$ cat src/rtl/mem_stage_pkg.sv
// Shared types and helpers for the MEM pipeline stage: FSM state encoding,
// byte-lane select codes and the byte sign-extension helper.
package mem_stage_pkg;

  typedef enum logic [2:0] {
    S_IDLE     = 3'd0,
    S_RD       = 3'd1,
    S_WR_SETUP = 3'd2,
    S_WR_PULSE = 3'd3,
    S_WR_HOLD  = 3'd4,
    S_RMW_RD   = 3'd5,
    S_DONE     = 3'd6
  } state_t;

  localparam logic [1:0] BYTE_SEL_0 = 2'b00;
  localparam logic [1:0] BYTE_SEL_1 = 2'b01;
  localparam logic [1:0] BYTE_SEL_2 = 2'b10;
  localparam logic [1:0] BYTE_SEL_3 = 2'b11;

  function automatic logic [31:0] sext8(input logic [7:0] b);
    return {{24{b[7]}}, b};
  endfunction

endpackage

$ cat src/rtl/mem_stage_if.sv
// Asynchronous SRAM bus between the MEM stage (master) and the memory
// device or its model (slave). Strobes are active-low.
interface mem_stage_if #(
  parameter int ADDR_W = 20
);
  logic [ADDR_W-1:0] sram_addr;
  logic              sram_ce_n;
  logic              sram_oe_n;
  logic              sram_we_n;
  logic [31:0]       sram_wdata;
  logic              sram_wdata_oe;
  logic [31:0]       sram_rdata;

  modport master (
    output sram_addr, sram_ce_n, sram_oe_n, sram_we_n, sram_wdata, sram_wdata_oe,
    input  sram_rdata
  );

  modport slave (
    input  sram_addr, sram_ce_n, sram_oe_n, sram_we_n, sram_wdata, sram_wdata_oe,
    output sram_rdata
  );
endinterface

$ cat src/rtl/mem_byte_lane.sv
// Byte-lane steering for the 32-bit SRAM word: extracts and sign-extends the
// addressed byte for LB, and merges a store byte into the word for SB.
// Little-endian: select 00 is bits [7:0], select 11 is bits [31:24].
module mem_byte_lane
  import mem_stage_pkg::*;
(
  input  logic [31:0] rdata_word,
  input  logic [1:0]  byte_sel,
  input  logic [7:0]  store_byte,
  output logic [31:0] load_ext,
  output logic [31:0] merged_word
);

  // Pick the addressed lane for both the load extract and the store merge
  always_comb begin
    load_ext    = sext8(rdata_word[7:0]);
    merged_word = rdata_word;
    unique case (byte_sel)
      BYTE_SEL_0: begin
        load_ext          = sext8(rdata_word[7:0]);
        merged_word[7:0]  = store_byte;
      end
      BYTE_SEL_1: begin
        load_ext          = sext8(rdata_word[15:8]);
        merged_word[15:8] = store_byte;
      end
      BYTE_SEL_2: begin
        load_ext           = sext8(rdata_word[23:16]);
        merged_word[23:16] = store_byte;
      end
      BYTE_SEL_3: begin
        load_ext           = sext8(rdata_word[31:24]);
        merged_word[31:24] = store_byte;
      end
      default: begin
        load_ext    = sext8(rdata_word[7:0]);
        merged_word = rdata_word;
      end
    endcase
  end

endmodule

$ cat src/rtl/mem_stage.sv
// Pipeline MEM stage. Runs LW/LB/SW/SB against an asynchronous SRAM through a
// multi-cycle strobe FSM (SB is a read-modify-write), passes non-memory
// instructions to WB through one register stage, and stalls upstream with
// mem_busy while an access is in flight.
module mem_stage
  import mem_stage_pkg::*;
#(
  parameter int ADDR_W      = 20,
  parameter int WAIT_CYCLES = 1
) (
  input  logic        clk,
  input  logic        rst,
  input  logic        if_mem_read_i,
  input  logic        if_mem_write_i,
  input  logic        load_byte_i,
  input  logic [31:0] result_i,
  input  logic [31:0] mem_data_i,
  input  logic        if_reg_write_i,
  input  logic [4:0]  data_write_reg_i,
  output logic        mem_busy,
  output logic [31:0] wb_data_o,
  output logic        if_reg_write_o,
  output logic [4:0]  data_write_reg_o,
  mem_stage_if.master sram
);

  localparam int CNT_W = $clog2(WAIT_CYCLES + 2);
  localparam logic [CNT_W-1:0] RD_LAST    = CNT_W'(WAIT_CYCLES);
  localparam logic [CNT_W-1:0] PULSE_LAST = CNT_W'(WAIT_CYCLES - 1);

  state_t            state, next_state;
  logic [CNT_W-1:0]  cnt;

  logic [ADDR_W-1:0] addr_q;
  logic [1:0]        byte_off_q;
  logic              byte_q;
  logic              reg_write_q;
  logic [4:0]        dst_q;
  logic [7:0]        store_byte_q;
  logic [31:0]       wdata_q;

  logic              ce_n_q, oe_n_q, we_n_q, wdata_oe_q;
  logic              ce_n_nxt, oe_n_nxt, we_n_nxt, wdata_oe_nxt;

  logic              accept;
  logic              last_read;
  logic              last_pulse;
  logic [31:0]       load_ext;
  logic [31:0]       merged_word;
  logic [31:0]       load_value;
  logic              unused_addr_hi;

  assign unused_addr_hi = ^result_i[31:ADDR_W+2];

  assign accept     = (state == S_IDLE) && (if_mem_read_i || if_mem_write_i);
  assign last_read  = (cnt == RD_LAST);
  assign last_pulse = (cnt == PULSE_LAST);
  assign load_value = byte_q ? load_ext : sram.sram_rdata;

  assign sram.sram_addr     = addr_q;
  assign sram.sram_ce_n     = ce_n_q;
  assign sram.sram_oe_n     = oe_n_q;
  assign sram.sram_we_n     = we_n_q;
  assign sram.sram_wdata    = wdata_q;
  assign sram.sram_wdata_oe = wdata_oe_q;

  mem_byte_lane u_byte_lane (
    .rdata_word  (sram.sram_rdata),
    .byte_sel    (byte_off_q),
    .store_byte  (store_byte_q),
    .load_ext    (load_ext),
    .merged_word (merged_word)
  );

  // Next-state selection, upstream stall and the strobe levels for the next state
  always_comb begin
    next_state   = state;
    ce_n_nxt     = 1'b1;
    oe_n_nxt     = 1'b1;
    we_n_nxt     = 1'b1;
    wdata_oe_nxt = 1'b0;
    mem_busy     = ((state != S_IDLE) && (state != S_DONE)) || accept;

    unique case (state)
      S_IDLE: begin
        if (if_mem_write_i) begin
          next_state = load_byte_i ? S_RMW_RD : S_WR_SETUP;
        end else if (if_mem_read_i) begin
          next_state = S_RD;
        end
      end
      S_RD:       if (last_read)  next_state = S_DONE;
      S_RMW_RD:   if (last_read)  next_state = S_WR_SETUP;
      S_WR_SETUP: next_state = S_WR_PULSE;
      S_WR_PULSE: if (last_pulse) next_state = S_WR_HOLD;
      S_WR_HOLD:  next_state = S_DONE;
      S_DONE:     next_state = S_IDLE;
      default:    next_state = S_IDLE;
    endcase

    unique case (next_state)
      S_RD, S_RMW_RD: begin
        ce_n_nxt = 1'b0;
        oe_n_nxt = 1'b0;
      end
      S_WR_SETUP, S_WR_HOLD: begin
        ce_n_nxt     = 1'b0;
        wdata_oe_nxt = 1'b1;
      end
      S_WR_PULSE: begin
        ce_n_nxt     = 1'b0;
        we_n_nxt     = 1'b0;
        wdata_oe_nxt = 1'b1;
      end
      default: ;
    endcase
  end

  // State register, per-state cycle counter and registered SRAM strobes
  always_ff @(posedge clk) begin
    if (rst) begin
      state      <= S_IDLE;
      cnt        <= '0;
      ce_n_q     <= 1'b1;
      oe_n_q     <= 1'b1;
      we_n_q     <= 1'b1;
      wdata_oe_q <= 1'b0;
    end else begin
      state      <= next_state;
      cnt        <= ((next_state != state) || (state == S_IDLE)) ? '0 : cnt + 1'b1;
      ce_n_q     <= ce_n_nxt;
      oe_n_q     <= oe_n_nxt;
      we_n_q     <= we_n_nxt;
      wdata_oe_q <= wdata_oe_nxt;
    end
  end

  // Request capture, write-data/merge register and the WB output register
  always_ff @(posedge clk) begin
    if (rst) begin
      addr_q           <= '0;
      byte_off_q       <= '0;
      byte_q           <= 1'b0;
      reg_write_q      <= 1'b0;
      dst_q            <= '0;
      store_byte_q     <= '0;
      wdata_q          <= '0;
      wb_data_o        <= '0;
      if_reg_write_o   <= 1'b0;
      data_write_reg_o <= '0;
    end else begin
      unique case (state)
        S_IDLE: begin
          if (accept) begin
            addr_q         <= result_i[ADDR_W+1:2];
            byte_off_q     <= result_i[1:0];
            byte_q         <= load_byte_i;
            reg_write_q    <= if_reg_write_i;
            dst_q          <= data_write_reg_i;
            store_byte_q   <= mem_data_i[7:0];
            if (if_mem_write_i && !load_byte_i) begin
              wdata_q <= mem_data_i;
            end
            if_reg_write_o <= 1'b0;
          end else begin
            wb_data_o        <= result_i;
            if_reg_write_o   <= if_reg_write_i;
            data_write_reg_o <= data_write_reg_i;
          end
        end
        S_RD: begin
          if (last_read) begin
            wb_data_o        <= load_value;
            if_reg_write_o   <= reg_write_q;
            data_write_reg_o <= dst_q;
          end
        end
        S_RMW_RD: begin
          if (last_read) begin
            wdata_q <= merged_word;
          end
        end
        S_DONE: begin
          if_reg_write_o <= 1'b0;
        end
        default: ;
      endcase
    end
  end

endmodule

$ cat src/flat_wrapper.sv
// flat-port wrapper written by rule: the top's interface ports become plain ports
module mem_stage_flat import mem_stage_pkg::*;
#(
  parameter int ADDR_W      = 20,
  parameter int WAIT_CYCLES = 1
)
  (clk, rst, if_mem_read_i, if_mem_write_i, load_byte_i, result_i, mem_data_i, if_reg_write_i, data_write_reg_i, mem_busy, wb_data_o, if_reg_write_o, data_write_reg_o, sram_sram_addr, sram_sram_ce_n, sram_sram_oe_n, sram_sram_we_n, sram_sram_wdata, sram_sram_wdata_oe, sram_sram_rdata);
  mem_stage_if #(.ADDR_W(ADDR_W)) sram_i ();
  input  logic clk;
  input  logic rst;
  input  logic if_mem_read_i;
  input  logic if_mem_write_i;
  input  logic load_byte_i;
  input  logic [31:0] result_i;
  input  logic [31:0] mem_data_i;
  input  logic if_reg_write_i;
  input  logic [4:0] data_write_reg_i;
  output logic mem_busy;
  output logic [31:0] wb_data_o;
  output logic if_reg_write_o;
  output logic [4:0] data_write_reg_o;
  output wire logic [$bits(sram_i.sram_addr)-1:0] sram_sram_addr;
  output wire logic [$bits(sram_i.sram_ce_n)-1:0] sram_sram_ce_n;
  output wire logic [$bits(sram_i.sram_oe_n)-1:0] sram_sram_oe_n;
  output wire logic [$bits(sram_i.sram_we_n)-1:0] sram_sram_we_n;
  output wire logic [$bits(sram_i.sram_wdata)-1:0] sram_sram_wdata;
  output wire logic [$bits(sram_i.sram_wdata_oe)-1:0] sram_sram_wdata_oe;
  input wire logic [$bits(sram_i.sram_rdata)-1:0] sram_sram_rdata;
  assign sram_sram_addr = sram_i.sram_addr;
  assign sram_sram_ce_n = sram_i.sram_ce_n;
  assign sram_sram_oe_n = sram_i.sram_oe_n;
  assign sram_sram_we_n = sram_i.sram_we_n;
  assign sram_sram_wdata = sram_i.sram_wdata;
  assign sram_sram_wdata_oe = sram_i.sram_wdata_oe;
  assign sram_i.sram_rdata = sram_sram_rdata;
  mem_stage #(.ADDR_W(ADDR_W), .WAIT_CYCLES(WAIT_CYCLES)) u_core (.clk(clk), .rst(rst), .if_mem_read_i(if_mem_read_i), .if_mem_write_i(if_mem_write_i), .load_byte_i(load_byte_i), .result_i(result_i), .mem_data_i(mem_data_i), .if_reg_write_i(if_reg_write_i), .data_write_reg_i(data_write_reg_i), .mem_busy(mem_busy), .wb_data_o(wb_data_o), .if_reg_write_o(if_reg_write_o), .data_write_reg_o(data_write_reg_o), .sram(sram_i));
endmodule
$ cat config.mk
export PLATFORM = sky130hd
export DESIGN_NAME = mem_stage_flat
export DESIGN_NICKNAME = d
export VERILOG_FILES = /design/src/rtl/mem_stage_pkg.sv /design/src/rtl/mem_stage_if.sv /design/src/rtl/mem_byte_lane.sv /design/src/rtl/mem_stage.sv /design/src/flat_wrapper.sv
export SDC_FILE = /design/constraint.sdc
export NUM_CORES = 1
export LEC_CHECK = 0
export ABC_AREA = 1
export CAP_MARGIN = 30
export CORE_UTILIZATION = 43
export CTS_BUF_LIST = sky130_fd_sc_hd__clkbuf_4 sky130_fd_sc_hd__clkbuf_8
export CTS_CLUSTER_SIZE = 12
export DETAILED_ROUTE_END_ITERATION = 10
export HOLD_SLACK_MARGIN = 0.02
export PLACE_DENSITY_LB_ADDON = 0.3
export SYNTH_ARGS = -nofsm -noshare
export SYNTH_HDL_FRONTEND = slang
export SYNTH_SLANG_ARGS = --single-unit
$ cat constraint.sdc
create_clock -name clk -period 1.5 [get_ports clk]
set_input_delay 0.3 -clock clk [delete_from_list [all_inputs] [get_ports clk]]
set_output_delay 0.3 -clock clk [all_outputs]
set_load 0.005 [all_outputs]
==> results.json, run 1 <==
{
  "outcome": "finished, violations left",
  "violations": "setup timing",
  "drc": 0,
  "grt_start_max_net_pins": 52,
  "drtPass1Iterations": 6,
  "cp_max_fo": 8,
  "crit_required_ns": 1.83,
  "final_common_cell": "nand2_1",
  "clk_path_buf_depth": 2,
  "htreeDepth": 4,
  "p_int_mw": 10.7,
  "setup_viol": 41,
  "timing.slew.headroom_pct": 68.6,
  "antenna_found_initial": 0,
  "min_path_type": "in2reg",
  "leakagePower_nw": 4.37,
  "cts_hold_buf": 0,
  "worstReg2RegStart": "u_core.state[0]",
  "fin_worst_skew_ns": 0.00943,
  "report.final.slew_viol_count": 0,
  "dp_hpwl_mm": 14.9,
  "ant_nets": 0,
  "io_pins": 202,
  "fmax_mhz": 564,
  "fin_crit_sh_pct": 118,
  "syn_inst": 914,
  "routed_wl_mm": 22.3,
  "place_congestion": 0.904,
  "synth.area.top_cells": "dfxtp_1, nand2_1, a21oi_1, nor2_1, inv_1",
  "via_per_inst": 5.21,
  "yosys.area.top_type": "dfxtp_1",
  "power_frac_comb_pct": 56.5,
  "tightest_slew_ns": 0.466,
  "first_iter_violations": 628,
  "syn_area_um2": 5900,
  "clock_latency_ns": 0.44,
  "seq_area_um2": 2370,
  "portBuffers": 201,
  "synthesis.area_per_instance_um2": 6.45,
  "end_kind": "register",
  "coreArea_um2": 13300,
  "worst_slack_ns": -0.273,
  "clockPowerShare_pct": 16.9,
  "cts_sinks": 116,
  "wire_per_inst_um": 16.5,
  "gr-total-overflow": 0,
  "cp-endpoint": "u_core.sram.sram_wdata[1]",
  "regToRegSetupSlack_ns": -0.27,
  "n_antenna_cell": 0,
  "grt_usage_pct": 31.1,
  "vias": 7025,
  "die_h_um": 119,
  "multi_input_area_um2": 3220,
  "cts.clk_slew.worst_paths_ns": 0.07,
  "tns_ns": -8.25,
  "synth_cell_type_count": 27,
  "cts_tree": "done",
  "vdd_drop_max_v": 0.00119,
  "cts-root-buf": "clkbuf_8",
  "p_seq_share_pct": 26.6,
  "std_cell_rows": 42,
  "critical_path_class": "reg2reg",
  "swShare_pct": 42.2,
  "ys_ff_latch": 116,
  "fin_cells": 1348,
  "cts_buffers": 17,
  "area_growth_pct": 59.6,
  "grt_pass1_vias": 6579,
  "power_switching_mw": 7.82,
  "start_kind": "register",
  "nets": 1268,
  "reg2reg_depth": 8,
  "die_w_um": 119,
  "syn_nets": 1023,
  "layout_common_cells": "nand2_1, nor2_1, clkdlybuf4s50_1, a21oi_1, dlygate4sd2_1",
  "maxCapViolCount": 0,
  "nFillCells": 1135,
  "rsz0062_at_grt": "true",
  "seq_area_frac_synth_pct": 39.4,
  "netlist.area_leader.share_pct": 39.4,
  "start_util_pct": 44.4,
  "arrival_ns": 2.11,
  "dieArea_um2": 14200,
  "dp_cells": 1295,
  "r2r_end": "u_core.sram.sram_wdata[1]",
  "hold_viol": 0,
  "period_needed_ns": 1.77,
  "drive_gt1_share_pct": 19.8,
  "critPathLaunch": "u_core.state[0]",
  "grt_pass1_wl_mm": 34.3,
  "powerDensity_nw_per_um2": 1970,
  "yosysWarnings": 0
}
[state kept, by name, indices dropped and copies added, names as in the netlist]
signal / cells
u_core.byte_off_q: 2
u_core.byte_q: 1
u_core.cnt: 2
u_core.data_write_reg_o: 5
u_core.dst_q: 5
u_core.if_reg_write_o: 1
u_core.reg_write_q: 1
u_core.sram.sram_addr: 20
u_core.sram.sram_ce_n: 1
u_core.sram.sram_oe_n: 1
u_core.sram.sram_wdata: 32
u_core.sram.sram_wdata_oe: 1
u_core.sram.sram_we_n: 1
u_core.state: 3
u_core.store_byte_q: 8
u_core.wb_data_o: 32
[synth_stat cells]
master and number:
nand2_1 221, nor2_1 132, dfxtp_1 116, a21oi_1 105
inv_1 94, o21ai_0 70, nand3_1 39, clkbuf_1 33
o211ai_1 23, buf_2 20, o22ai_1 17, nand4_1 11
a31oi_1 5, inv_2 5, buf_4 3, buf_6 3
nor2_4 3, o21ai_1 3, ha_1 2, nor2_2 2
buf_1 1, clkinv_1 1, nand2_2 1, nand3_4 1
nor3_1 1, nor3_4 1, o21ai_2 1
[worst max-delay path: stages (launching register included)]
cell	delay, ns
dfxtp_4	0.38
buf_4	0.16
nand4_1	0.20
nand3_2	0.14
nor2_4	0.15
nand3_4	0.14
bufbuf_16	0.31
nor2_1	0.10
nor2_1	0.06
[timing repair]
item / CTS / global route
buffers inserted: 11 / 8
hold endpoints to repair: 0 / 0
pin swaps: 7 / 30
gates cloned: 6 / 1
endpoints found under the setup margin: 206 / 113
gates resized for setup: 167 / 83
[logic make-up (layout without fill, tap and decap cells)]
family                     count (synthesis)  count (layout)  synth area share [%]
and+or+nand+nor                          412             412                  28.5
buffers and inverters                    160             418                  11.2
DFF                                      116             116                  39.4
AOI/OAI and AO/OA                        224             224                  20.5
adders and majority gates                  2               2                 0.424
[through the flow]
step,hold slack (ns),setup slack [ns],power (mW),util (%),instance area (µm²)
after floorplan,0.417,0.000248,9.68,-,5900
after global placement,0.434,-0.506,13.5,63.4,8430
after detailed placement,0.443,-0.497,13.6,63.4,8430
after CTS,0.107,-0.194,17.7,68.7,9130
after global routing,0.120,-0.358,19.8,70.8,9410
final,0.139,-0.273,18.5,70.8,9410
[layer usage]
metal	wire, µm	vias up	global-route usage, %
met5	0	-	0
met4	1030	0	16.3
met3	1980	75	8.48
met2	10200	348	49.3
met1	9060	3160	38.4
li1	-	3442	-
[layout make-up]
type	count	share of cell area (%)
clock buffer	20	2.86
clock inverter	12	1.62
inverter	100	4.20
multi-input combinational	638	34.2
sequential	116	25.2
tap	176	2.34
timing repair buffer	286	29.6
[how the worst min path moves through the flow]
stage,start,endpoint,cells past startpoint
after detailed placement,u_core.cnt[0],u_core.cnt[0],1
after CTS,rst,u_core.state[0],2
after global routing,rst,u_core.state[0],2
after floorplan,u_core.cnt[0],u_core.cnt[0],1
final,rst,u_core.state[0],2
after global placement,u_core.cnt[0],u_core.cnt[0],1
[power groups by stage]
stage | logic [mW] | clock network [mW] | registers (mW)
2_1_floorplan | 4.85 | 0 | 4.83
3_3_place_gp | 8.70 | 0 | 4.85
3_5_place_dp | 8.78 | 0 | 4.86
4_1_cts | 9.70 | 3.17 | 4.86
5_1_grt | 11.4 | 3.31 | 5.05
6_report | 10.5 | 3.13 | 4.93
No activity file was read; power rests on OpenSTA's default activity.
==> inputs of run 2 (changes only) <==
--- a/config.mk
+++ b/config.mk
@@ -13,6 +13,8 @@
 export DETAILED_ROUTE_END_ITERATION = 10
 export HOLD_SLACK_MARGIN = 0.02
 export PLACE_DENSITY_LB_ADDON = 0.3
+export SETUP_SLACK_MARGIN = 0.02
 export SYNTH_ARGS = -nofsm -noshare
 export SYNTH_HDL_FRONTEND = slang
 export SYNTH_SLANG_ARGS = --single-unit
+export TNS_END_PERCENT = 5
==> run 2 against run 1 <==
Against the previous run:
- the run still ends with setup timing left
- total power fell by 0.89%
- core utilization barely moved
- fmax shrank 1.7%
- critical path depth is 3 higher
- die area stayed put
- final area hardly changed
- sequential share of layout area is essentially flat
- worst hold slack better by 0.012 ns
- global-route usage fell by 0.48 points
- sequential power shrank 0.8%
- critical path type unchanged
- critical endpoint is now u_core.sram.sram_wdata[22]
==> results.json, run 2 (synthesis gave the netlist of run 1 again) <==
{
  "outcome": "finished, violations left",
  "violations": "setup timing",
  "clockPowerShare_pct": 16.0,
  "vdd_drop_max_v": 0.00118,
  "fin_cells": 1359,
  "worst_slack_ns": -0.304,
  "nets": 1279,
  "end_kind": "register",
  "grt_start_max_net_pins": 55,
  "vias": 7128,
  "p_int_mw": 10.6,
  "die_w_um": 119,
  "start_kind": "register",
  "ant_nets": 0,
  "r2r_end": "u_core.sram.sram_wdata[22]",
  "power_mw": 18.4,
  "layout_common_cells": "nand2_1, nor2_1, clkdlybuf4s50_1, a21oi_1, dlygate4sd2_1",
  "clock_latency_ns": 0.45,
  "gr-total-overflow": 0,
  "timing.slew.headroom_pct": 74.8,
  "clk_path_buf_depth": 2,
  "powerDensity_nw_per_um2": 1950,
  "drc": 0,
  "via_per_inst": 5.25,
  "cts-root-buf": "clkbuf_8",
  "critical_path_class": "reg2reg",
  "regToRegSetupSlack_ns": -0.30,
  "portBuffers": 201,
  "final_common_cell": "nand2_1",
  "maxCapViolCount": 0,
  "dp_hpwl_mm": 14.8,
  "power_frac_comb_pct": 57.4,
  "setup_viol": 35,
  "p_seq_share_pct": 26.6,
  "fin_util_pct": 70.7,
  "min_path_type": "in2reg",
  "std_cell_rows": 42,
  "fmax_mhz": 554,
  "cts_sinks": 116,
  "first_iter_violations": 579,
  "worstReg2RegStart": "u_core.state[2]",
  "dieArea_um2": 14200,
  "drive_gt1_share_pct": 18.4,
  "arrival_ns": 2.19,
  "n_antenna_cell": 0,
  "grt_pass1_wl_mm": 33.5,
  "start_util_pct": 44.4,
  "place_congestion": 0.922,
  "drtPass1Iterations": 6,
  "swShare_pct": 42.4,
  "leakagePower_nw": 4.44,
  "htreeDepth": 4,
  "rsz0062_at_grt": "true",
  "report.final.slew_viol_count": 0,
  "hold_viol": 0,
  "cts_buffers": 17,
  "antenna_found_initial": 0,
  "die_h_um": 119,
  "routed_wl_mm": 22.2,
  "io_pins": 202,
  "reg2reg_depth": 11,
  "area_growth_pct": 59.5,
  "fin_crit_sh_pct": 120,
  "cp_max_fo": 15,
  "cp-endpoint": "u_core.sram.sram_wdata[22]",
  "grt_pass1_vias": 6543,
  "coreArea_um2": 13300,
  "period_needed_ns": 1.80,
  "wire_per_inst_um": 16.3,
  "grt_usage_pct": 30.6,
  "tightest_slew_ns": 0.378,
  "power_switching_mw": 7.79,
  "cts.clk_slew.worst_paths_ns": 0.08,
  "critPathLaunch": "u_core.state[2]",
  "crit_required_ns": 1.89,
  "tns_ns": -8.98,
  "dp_cells": 1300,
  "cts_tree": "done",
  "fin_worst_skew_ns": 0.0101
}
[run 2: how the worst min path moves through the flow]
stage | slack [ns] | depth (start not counted) | startpoint | endpoint
2_1_floorplan | 0.42 | 1 | u_core.cnt[0] | u_core.cnt[0]
3_5_place_dp | 0.44 | 1 | u_core.cnt[0] | u_core.cnt[0]
6_report | 0.15 | 2 | rst | u_core.state[2]
5_1_grt | 0.13 | 2 | rst | u_core.state[2]
4_1_cts | 0.10 | 2 | rst | u_core.state[2]
3_3_place_gp | 0.43 | 1 | u_core.cnt[0] | u_core.cnt[0]
[run 2: final cells by class]
cell class,instances,area (µm²)
clock inverter,15,158
inverter,100,385
fill,1114,3890
multi-input combinational,638,3110
timing repair buffer,297,2930
clock buffer,17,234
tap,176,220
sequential,116,2370
[run 2: power by group through the flow]
| stage | sequential (mW) | clock (mW) | combinational, mW |
|---|---|---|---|
| floorplan | 4.84 | 0 | 4.86 |
| global placement | 4.82 | 0 | 8.78 |
| detailed placement | 4.85 | 0 | 8.89 |
| CTS | 4.84 | 2.96 | 9.68 |
| global route | 5.00 | 3.11 | 11.4 |
| finish | 4.89 | 2.94 | 10.5 |
[run 2: worst max-delay path, cell delays in order (launching register included)]
cell     delay (ns)
dfxtp_4        0.40
inv_6          0.05
buf_4          0.15
buf_4          0.13
nor3_4         0.22
buf_12         0.16
buf_12         0.10
buf_12         0.12
o21ai_1        0.08
o22ai_1        0.18
nor2_2         0.06
nor2_1         0.10
[run 2: routing by layer]
| metal | up-vias | wire, µm | GRT usage, % |
|---|---|---|---|
| li1 | 3465 | - | - |
| met1 | 3205 | 9080 | 37.3 |
| met2 | 378 | 10200 | 49.8 |
| met3 | 80 | 1850 | 7.81 |
| met4 | 0 | 1010 | 15.8 |
| met5 | - | 0 | 0 |
[run 2: through the flow]
step | cell area, µm² | setup slack, ns | hold slack [ns]
2_1_floorplan | 5900 | 0.00298 | 0.417
3_3_place_gp | 8480 | -0.520 | 0.432
3_5_place_dp | 8480 | -0.549 | 0.438
4_1_cts | 9110 | -0.222 | 0.103
5_1_grt | 9410 | -0.400 | 0.131
6_report | 9410 | -0.304 | 0.152
[run 2: timing repair]
item,in CTS,in global routing
hold buffers,0,0
endpoints found under the setup margin,172,113
hold endpoints to repair,0,0
gates resized for setup,162,53
gates cloned,5,1
setup buffers,11,12
pin swaps,5,11
